## src/rtl/i4001_rom_if.sv

```systemverilog
// MCS-4 CPU bus as seen by a 4001: phase clock, sync, ROM command and
// the 4-bit data bus split into pad input and chip drive.
interface i4001_rom_if;
    logic       clk2;
    logic       sync;
    logic       cmrom;
    logic [3:0] data_in;
    logic [3:0] data_out;
    logic       data_oe;
    logic       fetch_sel;

    // CPU side (and bus pads): drives timing and bus value, sees chip drive
    modport master (
        output clk2, sync, cmrom, data_in,
        input  data_out, data_oe, fetch_sel
    );

    // ROM chip side
    modport slave (
        input  clk2, sync, cmrom, data_in,
        output data_out, data_oe, fetch_sel
    );
endinterface

```

## src/rtl/i4001_rom.sv

```systemverilog
// 4001 ROM / I/O-port responder. Follows the 8-subcycle instruction cycle,
// latches the program address, returns the opcode as OPR then OPA, and
// services SRC/WRR/RDR for its own 4-bit port. ROM contents are external.
module i4001_rom #(
    parameter logic [3:0] CHIP_ID      = 4'h0,
    parameter logic [3:0] IO_OUT_RESET = 4'h0
) (
    input  logic         sysclk,
    input  logic         poc_n,
    i4001_rom_if.slave   bus,
    output logic [7:0]   rom_addr,
    input  logic [7:0]   rom_data,
    input  logic [3:0]   io_in,
    output logic [3:0]   io_out
);

    typedef enum logic [3:0] {
        UNSYNC, A1, A2, A3, M1, M2, X1, X2, X3
    } phase_t;

    localparam logic [3:0] OPA_WRR = 4'b0010;
    localparam logic [3:0] OPA_RDR = 4'b1010;

    phase_t     phase;
    logic       clk2_q;
    logic       sel;
    logic       io_pending;
    logic       src_match;
    logic [3:0] word_lo;
    logic [3:0] opa;
    logic [3:0] out_q;
    logic       oe_q;
    logic       fsel_q;
    logic       tick;
    logic       chip_hit;
    logic       io_hit;

    assign tick     = clk2_q & ~bus.clk2;
    assign chip_hit = (bus.data_in == CHIP_ID) & bus.cmrom;
    assign io_hit   = io_pending & src_match;

    assign bus.data_out  = out_q;
    assign bus.data_oe   = oe_q;
    assign bus.fetch_sel = fsel_q;

    // Phase tracking, address/opcode handling and I/O port, all on subcycle ticks.
    // OPR is loaded straight from rom_data at the A3 tick so it is on the bus
    // for all of M1; only the OPA nibble needs to be held for M2.
    always_ff @(posedge sysclk) begin
        if (!poc_n) begin
            phase      <= UNSYNC;
            clk2_q     <= 1'b0;
            sel        <= 1'b0;
            io_pending <= 1'b0;
            src_match  <= 1'b0;
            word_lo    <= '0;
            opa        <= '0;
            out_q      <= '0;
            oe_q       <= 1'b0;
            fsel_q     <= 1'b0;
            rom_addr   <= '0;
            io_out     <= IO_OUT_RESET;
        end else begin
            clk2_q <= bus.clk2;
            if (tick) begin
                if (bus.sync) begin
                    phase      <= A1;
                    sel        <= 1'b0;
                    io_pending <= 1'b0;
                    oe_q       <= 1'b0;
                    fsel_q     <= 1'b0;
                end else begin
                    case (phase)
                        A1: begin
                            rom_addr[3:0] <= bus.data_in;
                            phase         <= A2;
                        end
                        A2: begin
                            rom_addr[7:4] <= bus.data_in;
                            phase         <= A3;
                        end
                        A3: begin
                            sel     <= chip_hit;
                            word_lo <= rom_data[3:0];
                            out_q   <= rom_data[7:4];
                            oe_q    <= chip_hit;
                            fsel_q  <= chip_hit;
                            phase   <= M1;
                        end
                        M1: begin
                            if (sel) out_q <= word_lo;
                            phase <= M2;
                        end
                        M2: begin
                            oe_q   <= 1'b0;
                            fsel_q <= 1'b0;
                            if (bus.cmrom) begin
                                io_pending <= 1'b1;
                                opa        <= bus.data_in;
                            end
                            phase <= X1;
                        end
                        X1: begin
                            if (io_hit && opa == OPA_RDR) begin
                                oe_q  <= 1'b1;
                                out_q <= io_in;
                            end
                            phase <= X2;
                        end
                        X2: begin
                            oe_q <= 1'b0;
                            if (bus.cmrom) src_match <= (bus.data_in == CHIP_ID);
                            if (io_hit && opa == OPA_WRR) io_out <= bus.data_in;
                            phase <= X3;
                        end
                        X3: begin
                            sel        <= 1'b0;
                            io_pending <= 1'b0;
                            oe_q       <= 1'b0;
                            fsel_q     <= 1'b0;
                            phase      <= UNSYNC;
                        end
                        default: phase <= UNSYNC;
                    endcase
                end
            end
        end
    end

endmodule

```

## src/flat_wrapper.sv

```systemverilog
// flat-port wrapper written by rule: the top's interface ports become plain ports
module i4001_rom_flat 
#(
    parameter logic [3:0] CHIP_ID      = 4'h0,
    parameter logic [3:0] IO_OUT_RESET = 4'h0
)
  (sysclk, poc_n, rom_addr, rom_data, io_in, io_out, bus_clk2, bus_sync, bus_cmrom, bus_data_in, bus_data_out, bus_data_oe, bus_fetch_sel);
  i4001_rom_if bus_i ();
  input  logic sysclk;
  input  logic poc_n;
  output logic [7:0] rom_addr;
  input  logic [7:0] rom_data;
  input  logic [3:0] io_in;
  output logic [3:0] io_out;
  input wire logic [$bits(bus_i.clk2)-1:0] bus_clk2;
  input wire logic [$bits(bus_i.sync)-1:0] bus_sync;
  input wire logic [$bits(bus_i.cmrom)-1:0] bus_cmrom;
  input wire logic [$bits(bus_i.data_in)-1:0] bus_data_in;
  output wire logic [$bits(bus_i.data_out)-1:0] bus_data_out;
  output wire logic [$bits(bus_i.data_oe)-1:0] bus_data_oe;
  output wire logic [$bits(bus_i.fetch_sel)-1:0] bus_fetch_sel;
  assign bus_i.clk2 = bus_clk2;
  assign bus_i.sync = bus_sync;
  assign bus_i.cmrom = bus_cmrom;
  assign bus_i.data_in = bus_data_in;
  assign bus_data_out = bus_i.data_out;
  assign bus_data_oe = bus_i.data_oe;
  assign bus_fetch_sel = bus_i.fetch_sel;
  i4001_rom #(.CHIP_ID(CHIP_ID), .IO_OUT_RESET(IO_OUT_RESET)) u_core (.sysclk(sysclk), .poc_n(poc_n), .bus(bus_i), .rom_addr(rom_addr), .rom_data(rom_data), .io_in(io_in), .io_out(io_out));
endmodule
```

## config.mk

```make
export PLATFORM = sky130hd
export DESIGN_NAME = i4001_rom_flat
export DESIGN_NICKNAME = d
export VERILOG_FILES = /design/src/rtl/i4001_rom_if.sv /design/src/rtl/i4001_rom.sv /design/src/flat_wrapper.sv
export SDC_FILE = /design/constraint.sdc
export NUM_CORES = 1
export LEC_CHECK = 0
export CAP_MARGIN = 20
export CORE_ASPECT_RATIO = 0.75
export CORE_MARGIN = 1
export CORE_UTILIZATION = 53
export DETAILED_ROUTE_END_ITERATION = 7
export HOLD_SLACK_MARGIN = 0.02
export PLACE_DENSITY = 0.93
export SLEW_MARGIN = 20
export SYNTH_ARGS = -nofsm -noshare
export SYNTH_HDL_FRONTEND = slang
export SYNTH_SLANG_ARGS = --single-unit
```

## constraint.sdc

```tcl
create_clock -name sysclk -period 3.35 [get_ports sysclk]
set_clock_uncertainty 0.1 [all_clocks]
set_input_delay 0.5025 -clock sysclk [delete_from_list [all_inputs] [get_ports sysclk]]
set_output_delay 0.5025 -clock sysclk [all_outputs]
set_load 0.01 [all_outputs]
```

* Word level (Yosys, flattened, before mapping)
Cells that the tools add are included.
** Cells by class
- Bitwise operators :: 5
- Reductions and logical operators :: 21
- Equality and inequality tests :: 14
- Multiplexer cells :: 15
** Operator list (count)
- $pmux W4 S7 :: 1
- $eq A4 B3 Y1 const B :: 4
- $reduce_and A3 Y1 :: 5
- $eq A4 B2 Y1 const B :: 3
- $mux W4 :: 3
- $pmux W4 S3 :: 1
- $reduce_and A4 Y1 :: 3
- $reduce_bool A3 Y1 :: 4
- $eq A4 B4 Y1 const B :: 2
- $mux W1 :: 6
- $pmux W1 S2 :: 3
- $reduce_and A5 Y1 :: 1
- $eq A4 B1 Y1 const B :: 1
- $logic_not A4 Y1 :: 1
- $ne A2 B1 Y1 const B :: 2
- $reduce_and A2 Y1 :: 2
- $reduce_bool A4 Y1 :: 1
- $and A1 B1 Y1 :: 3
- $ne A3 B2 Y1 const B :: 1
- $ne A3 B3 Y1 const B :: 1
- $pmux W1 S3 :: 1
- $reduce_or A3 Y1 :: 1
- $logic_and A1 B1 Y1 :: 2
- $not A1 Y1 :: 2
- $reduce_or A2 Y1 :: 1
** Storage, ports and cells
- Input port bits :: 21
- Register bits :: 34
- Output and inout port bits :: 18

* Depth between registers and ports, before layout
Gate-level depths: netlist (run 1).
- Word-level depth :: 5
- Gate-level depth with buffers :: 6

* Worst setup path before layout (run 1)
OpenSTA, ideal clock, no wires.
- Path type :: in2reg
- From :: input bus_sync
- To :: register u_core.io_out[0]
- Setup slack :: 1.563 ns
- Arrival :: 1.571 ns
- Stages :: 4
- Library setup time :: 0.116 ns
- Buffers on the path :: 0
- Path through :: or3b_4 -> nor4_4 -> mux2i_1 -> nor2b_1
** On the way
- Longest elaborated chain between the ends :: 2
** Ends and longest elaborated chain
- start, declared :: line flat_wrapper.sv:16 : input wire logic [$bits(bus_i.sync)-1:0] bus_sync;
- $not A1 Y1 (no line)
- $reduce_and A4 Y1 (no line)
- end signal, assigned :: line i4001_rom.sv:113 : if (io_hit && opa == OPA_WRR) io_out <= bus.data_in;
- end, declared :: line i4001_rom.sv:14 : output logic [3:0] io_out
No other way between the ends.
A chain may end at the register's enable or synchronous reset.

* Worst setup path after layout (run 1)
Same ends and word-level chain as after synthesis.

==> summary.md, run 1 <==
| Metric | Value |
|---|---|
| Pwr/cell area | between 300 and 400 nW/um^2 |
| Count of cell types in the netlist | 36 |
| Final worst path period need | roughly 2.2 ns |
| CP Buf/Inv Count | 1 |
| Number of buffers inserted during clock tree synthesis | 5 |
| Critical path data required time | 3.42 ns |
| Post-Synthesis Cells | approximately 180 |
| Most used flip-flop cell after synthesis | dfxtp_1 |
| Vias per std cell | 5.76 |
| Footprint of the multi-input gates | about 930 sq um |
| Detailed-route wire length per cell | ~15 um |
| Critical path peak fanout | 7 |
| Antenna diode count | 0 |
| First-pass DRT Iterations | 4 |
| Minimum setup slack in the final design | 1.14 ns |
| Hold bufs inserted after CTS | 0 |
| CP max stage delay | approximately 0.53 ns |
| Post-synth ARST share | 0 |
| Number of flops mapped to enable cells by yosys | 0 |
| Overflow left after global routing | 0 |
| Number of synthesis warnings | 0 |
| Number of H-tree levels | 2 |
| Avg Cell Area, Syn | a little over 9 sq um |
| Detailed Route Iter0 Violations | 113 |
| Area share of the largest cell type after synthesis | 0.410 |
| Largest vdd supply drop | about 0.00027 V |
| CP cell instances | clkdlybuf4s50_1 -> or3b_4 -> nor4_4 -> mux2i_1 -> nor2b_1 |
| Width of the die | between 60 and 70 um |
| Run status | finished, final reports clean |
| Slowest cell on crit path | clkdlybuf4s50_1 |
| Combined area of all synthesized cells | around 1700 sq um |
| Vias in the first global route | roughly 1.4k |
| Kind of cell adding the most delay to the critical path | simple AND/OR/NAND/NOR gates |
| Share of post-route cells with drive strength above 1 | 0.0741 |
| LEAKAGE | 0.825 nW |
| Maximum root-to-sink buffer count | 2 |
| Routability cong. | 0.852 |
| DRC violations left | 0 |
| Top cells by area, synth | dfxtp_1, mux2i_1, nor2b_1 |
| Critical path data arrival time | 2.28 ns |
| Filler cell count | 199 |
| Total count of max-transition violations in the final report | 0 |
| Fmax achieved | 453 MHz |
| Slew at the pin with the worst max-slew slack | just under 0.6 ns |
| Setup crit start kind | primary input |
| Initial core utilization | 0.562 |
| Endpoints failing setup | 0 |
| HPWL reported at the end of detailed placement | around 2700 um |
| Number of antenna violations at the first check in global routing | 0 |
| Number of input and output port buffers inserted | 38 |
| Non-Filler Cell Area, Final | about 2100 sq um |
| Placement-stage cell area | ~2100 sq um |
| Layout Area Growth over Synthesis | 29.2% |
| Final layout net count | 237 |
| Std-Cell Rows | 17 |
| Pre-CTS setup slack | around 0.83 ns |
| Clock-pin slew on the worst setup and hold paths | approximately 0.060 ns |
| Post-Syn Nets | around 200 |
| Period Utilization, post-route | 0.658 |
| Pin count of the biggest net entering global routing | 41 |
| Final total negative setup slack | 0 ns |
| TritonCTS clock tree | built |
| Clock sink count | 34 |
| Clock root cell | clkbuf_8 |
| Total number of vias | between 1k and 1.5k |
| Max-cap violations | 0 |
| Remaining number of nets flagged by the antenna check after routing | 0 |
| Number of hold violations in the final report | 0 |
| Leading area contributor after synthesis | dfxtp_1 |
| Type of the most critical hold path | flip-flop to flip-flop |
| Global Route Usage Sum | 0.250 |
| Die area | approximately 3400 sq um |
| Post-synthesis sequential element count | 34 |
| Capturing element type of the critical path | flip-flop |
| Wire length of the first global-routing pass | ~6300 um |
| Placeable Area | between 2000 and 3000 sq um |
| Vertical extent of the die | a little over 50 um |
| Top cells by instance count after synthesis | dfxtp_1, mux2i_1, nor2b_1 |
| Worst-case headroom to the max-slew limit | 0.602 |
| Gates resized, CTS repair | 0 |
| Number of setup buffers added after CTS | 0 |
| Class of the most critical setup path | primary input to flip-flop |
| Wire length after detailed routing | ~3800 um |
| Unrepaired setup endpoints after global routing | false |
| Number of I/O pins | 39 |
| Seq. cell area | about 680 sq um |
| Clock latency at the later pin of the worst-skew pair | between 0.2 and 0.3 ns |
| Sequential element share of the synthesized area | 0.410 |
| Dominant cell by count in the synthesized netlist | dfxtp_1 |
-- metrics by stage --
stage          hold slack (ns)  instances   util  total power, mW
5_1_grt                  0.394        254  0.725            0.767
3_3_place_gp             0.344        247  0.699            0.471
6_report                 0.366        254  0.725            0.744
2_1_floorplan            0.376        178      -            0.437
3_5_place_dp             0.362        247  0.699            0.472
4_1_cts                  0.371        254  0.725            0.746
-- power by group --
group / total (mW) / switching, mW / internal (mW)
Clock: 0.281 / 0.142 / 0.139
Combinational: 0.0550 / 0.0232 / 0.0318
Sequential: 0.408 / 0.00250 / 0.406
Total: 0.744 / 0.167 / 0.577
-- flip-flops by register name (all words and copies together), names as in the netlist --
register and flops:
u_core.bus.fetch_sel 1, u_core.bus.data_oe 1, u_core.rom_addr 8, u_core.phase 4, u_core.sel 1, u_core.io_out 4
u_core.clk2_q 1, u_core.opa 4, u_core.word_lo 4, u_core.src_match 1, u_core.io_pending 1, u_core.bus.data_out 4
-- kinds of logic after synthesis --
group / after synthesis / share of synthesized area
simple gates: 75 / 0.273
flops: 34 / 0.410
compound gates: 29 / 0.119
mux: 28 / 0.169
buf+inv: 12 / 0.0294
-- final cells by class --
class,instances,area share
multi-input cells,132,0.434
clock buffers,5,0.0321
clock inverters,2,0.00467
repair buffers,40,0.184
inverters,3,0.00525
well taps,38,0.0222
flip-flops and latches,34,0.317
-- layer usage --
| metal | part of all wire | vias up | track usage |
|---|---|---|---|
| met5 | 0 | - | 0 |
| met4 | 0.0045 | 0 | 0.0851 |
| met3 | 0.072 | 2 | 0.0682 |
| met2 | 0.48 | 56 | 0.397 |
| met1 | 0.44 | 692 | 0.323 |
| li1 | - | 714 | - |
-- path summary, 6_finish.rpt --
kind	start	end	slack, ns	cells past startpoint
worst min-delay path	u_core.bus.data_out[3]	u_core.bus.data_out[3]	0.37	2
worst min register to register	u_core.bus.data_out[3]	u_core.bus.data_out[3]	0.37	2
worst max-delay path	bus_sync	u_core.io_out[0]	1.14	5
worst max register to register	u_core.phase[1]	u_core.io_out[0]	1.34	4
-- tightest hold or removal path, delay by kind of cell, from the launching register on --
kind	cells	cell delay (ns)
flops	1	0.31
simple gates	1	0.06
mux	1	0.06
-- layout by cell type, fill, tap and decap left out, drive strengths merged, types with 4 or more instances in the layout --
cell type,n
o21ai,7
clkdlybuf4s50,38
a21boi,4
nor2,9
dfxtp,34
o211ai,5
nand2,13
nor2b,23
clkbuf,5
nand3,4
mux2i,28
Note: power is estimated with default switching activity, not from simulation.
==> inputs of run 2 (changes only) <==
- CORE_UTILIZATION: 53 -> 49
- PLACE_DENSITY: 0.93 -> 0.88
- clock period: 3.35 -> 2.25 ns (I/O delays scaled with it)
==> summary.md, run 2 (same netlist as run 1, synthesis figures left out) <==
| Metric | Value |
|---|---|
| Layout Area Growth over Synthesis | 35.3% |
| Clock latency at the later pin of the worst-skew pair | 0.28 ns |
| Number of flip-flops under the largest register name | 8 |
| Placeable Area | about 3100 sq um |
| Clock sink count | 34 |
| Worst Hold Slack | 0.369 ns |
| Commonest non-fill, non-tap cell in the layout | clkdlybuf4s50_1 |
| Total power of the final layout | 1.16 mW |
| Endpoints failing setup | 0 |
| Worst-case register-to-register setup slack | about 0.4 ns |
| Worst reg2reg path endpoint | u_core.bus.data_out[1] |
| Number of input and output port buffers inserted | 38 |
| Slew at the pin with the worst max-slew slack | 0.569 ns |
| First-pass DRT Iterations | 4 |
| Global Route Usage Sum | 0.240 |
| Vias per std cell | 5.65 |
| Beginning of the worst register-to-register path | u_core.phase[2] |
| Fmax achieved | 503 MHz |
| Switching fraction of total power | 0.219 |
| Internal power summed over all cells | about 0.91 mW |
| Routability cong. | around 0.9 |
| Std-Cell Rows | 17 |
| Total number of vias | ~1.5k |
| LEAKAGE | a little under 0.9 nW |
| Critical path data arrival time | around 2.1 ns |
| Unrepaired setup endpoints after global routing | false |
| Worst-case hold path end point | u_core.bus.data_out[0] |
| Vertical extent of the die | about 52 um |
| Max-cap violations | 0 |
| Overflow left after global routing | 0 |
| Final layout net count | between 200 and 250 |
| Pin count of the biggest net entering global routing | 40 |
| Number of H-tree levels | 2 |
| Period Utilization, post-route | 0.884 |
| Initial core utilization | 0.538 |
| Number of antenna violations at the first check in global routing | 0 |
| Final design utilization | 0.729 |
| Part of the power in the clock network | 0.396 |
| Hold path depth | 2 |
| Largest vdd supply drop | between 0.0004 and 0.0005 V |
| Class of the most critical setup path | primary input to flip-flop |
| Pwr/cell area | 517 nW/um^2 |
| Setup crit start kind | primary input |
| Commonest cells after routing, fill and taps aside | clkdlybuf4s50_1, dfxtp_1, mux2i_1 |
| Number of buffers inserted during clock tree synthesis | 5 |
| Hold bufs inserted after CTS | 0 |
| Number of hold violations in the final report | 0 |
| Switching power total | around 0.25 mW |
| CP cell instances | clkdlybuf4s50_1 -> buf_4 -> nor3b_2 -> nand3_1 -> mux2i_1 -> nor2b_1 |
| CP max stage delay | 0.42 ns |
| Clock-pin slew on the worst setup and hold paths | approximately 0.07 ns |
| Number of I/O pins | 39 |
| Remaining number of nets flagged by the antenna check after routing | 0 |
| Sequential cell fraction of total power | 0.522 |
| Final worst path period need | 1.99 ns |
| Final total negative setup slack | 0 ns |
| Critical path peak fanout | 6 |
| Gates resized, CTS repair | 0 |
| Wire length of the first global-routing pass | about 7000 um |
| Critical path data required time | between 2 and 2.5 ns |
| Clock root cell | clkbuf_8 |
| Width of the die | 69.2 um |
| HPWL reported at the end of detailed placement | 2930 um |
| Path depth of the worst reg2reg path | 4 |
| Largest Register | u_core.rom_addr |
| Worst hold start | u_core.bus.data_out[0] |
| Slowest cell on crit path | clkdlybuf4s50_1 |
| TritonCTS clock tree | built |
| Share of post-route cells with drive strength above 1 | 0.122 |
| Maximum root-to-sink buffer count | 2 |
| CP Buf/Inv Count | 2 |
| Vias in the first global route | between 1k and 1.5k |
| Detailed-route wire length per cell | between 15 and 20 um |
| Worst-case headroom to the max-slew limit | 0.619 |
| Antenna diode count | 0 |
| Combinational fraction of design power | 0.082 |
| Die area | around 3600 sq um |
| Capturing element type of the critical path | flip-flop |
| DRC violations left | 0 |
| Run status | finished, final reports clean |
| Wire length after detailed routing | around 4100 um |
| Kind of cell adding the most delay to the critical path | simple AND/OR/NAND/NOR gates |
| Total count of max-transition violations in the final report | 0 |
| Detailed Route Iter0 Violations | about 170 |
| Type of the most critical hold path | flip-flop to flip-flop |
| Number of setup buffers added after CTS | 0 |
## run 2: routing by layer
metal  wire length (um)  vias up  global-route usage
met3                278        4              0.0615
li1                   -      738                   -
met2               1920       63               0.400
met5                  0        -                   0
met4                 15        0              0.0748
met1               1880      704               0.310
## run 2: power by group through the flow
stage | clock, mW | combinational [mW] | sequential (mW)
after floorplan | 0 | 0.0306 | 0.620
after global placement | 0 | 0.0929 | 0.620
after detailed placement | 0 | 0.0939 | 0.621
after CTS | 0.467 | 0.0950 | 0.607
after global routing | 0.494 | 0.102 | 0.607
final | 0.460 | 0.0953 | 0.607
## run 2: through the flow
step | std cells | area, sq um | setup slack [ns]
global route | 267 | 2250 | 0.166
finish | 267 | 2250 | 0.261
global placement | 259 | 2160 | 0.0847
detailed placement | 259 | 2160 | -0.000909
floorplan | 178 | 1660 | 0.628
CTS | 267 | 2250 | 0.287
## run 2: worst max-delay path by stage
stage	from	endpoint	cells past startpoint
finish	bus_sync	u_core.word_lo[3]	6
CTS	bus_sync	u_core.word_lo[3]	6
global placement	bus_sync	u_core.word_lo[0]	6
floorplan	bus_sync	u_core.io_out[0]	4
detailed placement	bus_sync	u_core.word_lo[3]	6
global route	bus_sync	u_core.word_lo[3]	6
## run 2: worst register-to-register path, delay by kind of cell (launching register included)
family	cells	cell delay, ns
and+or+nand+nor	1	0.29
DFF	1	0.51
muxes	1	0.25
AOI/OAI and AO/OA	2	0.63
## run 2: area by class of cell
class	count	area (sq um)
Timing Repair Buffer	52	485
Clock inverter	1	5.00
Clock buffer	7	86.3
Inverter	3	11.3
Sequential cell	34	681
Fill cell	208	837
Multi-Input combinational cell	132	931
Tap cell	38	47.5
==> inputs of run 3 (changes only) <==
- PLACE_DENSITY: 0.88 -> not set
- PLACE_DENSITY_LB_ADDON: not set -> 0.1
==> summary.md, run 3 (same netlist as run 1, synthesis figures left out) <==
| Metric | Value |
|---|---|
| Capturing element type of the critical path | flip-flop |
| Placement-stage cell area | 2160 sq um |
| Critical path data arrival time | between 2 and 2.5 ns |
| Pwr/cell area | about 520 nW/um^2 |
| Layout Area Growth over Synthesis | 35.3% |
| First-pass DRT Iterations | 4 |
| Endpoints failing setup | 0 |
| Cell count after placement | 259 |
| Wire length after detailed routing | approximately 4200 um |
| Max-cap violations | 0 |
| Gates resized, CTS repair | 0 |
| Pre-CTS setup slack | -0.00772 ns |
| Width of the die | between 60 and 70 um |
| Number of H-tree levels | 2 |
| Detailed-route wire length per cell | 15.6 um |
| Total number of vias | 1,518 |
| Number of input and output port buffers inserted | 38 |
| Number of setup buffers added after CTS | 0 |
| Share of post-route cells with drive strength above 1 | 0.122 |
| Final total negative setup slack | 0 ns |
| Number of hold violations in the final report | 0 |
| Critical path peak fanout | 5 |
| Vias per std cell | 5.69 |
| Run status | finished, final reports clean |
| Setup crit start kind | primary input |
| Clock sink count | 34 |
| Commonest cells after routing, fill and taps aside | clkdlybuf4s50_1, dfxtp_1, mux2i_1 |
| Hold bufs inserted after CTS | 0 |
| Clock-pin slew on the worst setup and hold paths | 0.06 ns |
| Class of the most critical setup path | primary input to flip-flop |
| Worst-case register-to-register setup slack | around 0.30 ns |
| Footprint of the multi-input gates | between 900 and 1000 sq um |
| Critical path data required time | around 2.3 ns |
| Number of antenna violations at the first check in global routing | 0 |
| Type of the most critical hold path | flip-flop to flip-flop |
| Number of I/O pins | 39 |
| Worst-case headroom to the max-slew limit | 0.600 |
| DRC violations left | 0 |
| Final worst path period need | just under 2 ns |
| Total power of the final layout | around 1.2 mW |
| Clock latency at the later pin of the worst-skew pair | about 0.28 ns |
| Placeable Area | between 3000 and 4000 sq um |
| Std-Cell Rows | 17 |
| Non-Filler Cell Area, Final | 2250 sq um |
| Worst Hold Slack | 0.366 ns |
| Number of standard cells in the final layout excluding fillers | ~270 |
| Maximum root-to-sink buffer count | 2 |
| Filler cell count | about 240 |
| HPWL reported at the end of detailed placement | around 3100 um |
| Largest Register | u_core.rom_addr |
| Period Utilization, post-route | 0.871 |
| Wire length of the first global-routing pass | 6870 um |
| Detailed Route Iter0 Violations | 84 |
| TritonCTS clock tree | built |
| Final design utilization | 0.729 |
| Pin count of the biggest net entering global routing | 30 |
| Largest vdd supply drop | between 0.0004 and 0.0005 V |
| Minimum setup slack in the final design | between 0.2 and 0.3 ns |
| Antenna diode count | 0 |
| LEAKAGE | between 0.8 and 0.9 nW |
| Final layout net count | roughly 250 |
| Global Route Usage Sum | 0.248 |
| Die area | between 3000 and 4000 sq um |
| Unrepaired setup endpoints after global routing | false |
| Seq. cell area | 681 sq um |
| Remaining number of nets flagged by the antenna check after routing | 0 |
| Commonest non-fill, non-tap cell in the layout | clkdlybuf4s50_1 |
| Total count of max-transition violations in the final report | 0 |
| Fmax achieved | just over 500 MHz |
| Initial core utilization | 0.538 |
| Vias in the first global route | 1,428 |
| Vertical extent of the die | 52.4 um |
| Clock root cell | clkbuf_8 |
| Number of buffers inserted during clock tree synthesis | 5 |
| Routability cong. | between 0.8 and 0.9 |
| Slew at the pin with the worst max-slew slack | 0.598 ns |
| Number of flip-flops under the largest register name | 8 |
| Overflow left after global routing | 0 |
## run 3: cell counts in the layout (fill, tap and decap cells not counted)
Identical to the previous run, type by type.
## run 3: power breakdown
| group | switching [mW] | internal [mW] | leakage (nW) |
|---|---|---|---|
| combinational | 0.0380 | 0.0557 | 0.565 |
| sequential | 0.00301 | 0.604 | 0.274 |
| clock | 0.215 | 0.247 | 0.0482 |
| total | 0.256 | 0.906 | 0.888 |
## run 3: path summary, 6_finish.rpt
path / from / endpoint / depth (start not counted)
setup / recovery: bus_clk2 / u_core.io_out[3] / 5
hold / removal: u_core.bus.data_out[3] / u_core.bus.data_out[3] / 2
setup reg to reg: u_core.phase[2] / u_core.bus.data_out[3] / 4
hold reg to reg: u_core.bus.data_out[3] / u_core.bus.data_out[3] / 2
## run 3: worst max-delay path: stages
cell,delay (ns)
clkdlybuf4s50_1,0.48
or3b_4,0.43
nor4_4,0.44
mux2i_1,0.27
nor2b_1,0.07
## run 3: cell type report
class / count / share of cell area
Timing Repair Buffer: 52 / 0.216
Sequential cell: 34 / 0.303
Inverter: 3 / 0.00501
Tap cell: 38 / 0.0212
Clock inverter: 1 / 0.00223
Multi-Input combinational cell: 132 / 0.414
Clock buffer: 7 / 0.0384
## run 3: routing by layer
metal	GRT usage	up-vias	share of wire
met3	0.0577	8	0.066
li1	-	732	-
met4	0.0952	0	0.013
met5	0	-	0
met2	0.401	73	0.46
met1	0.324	705	0.47
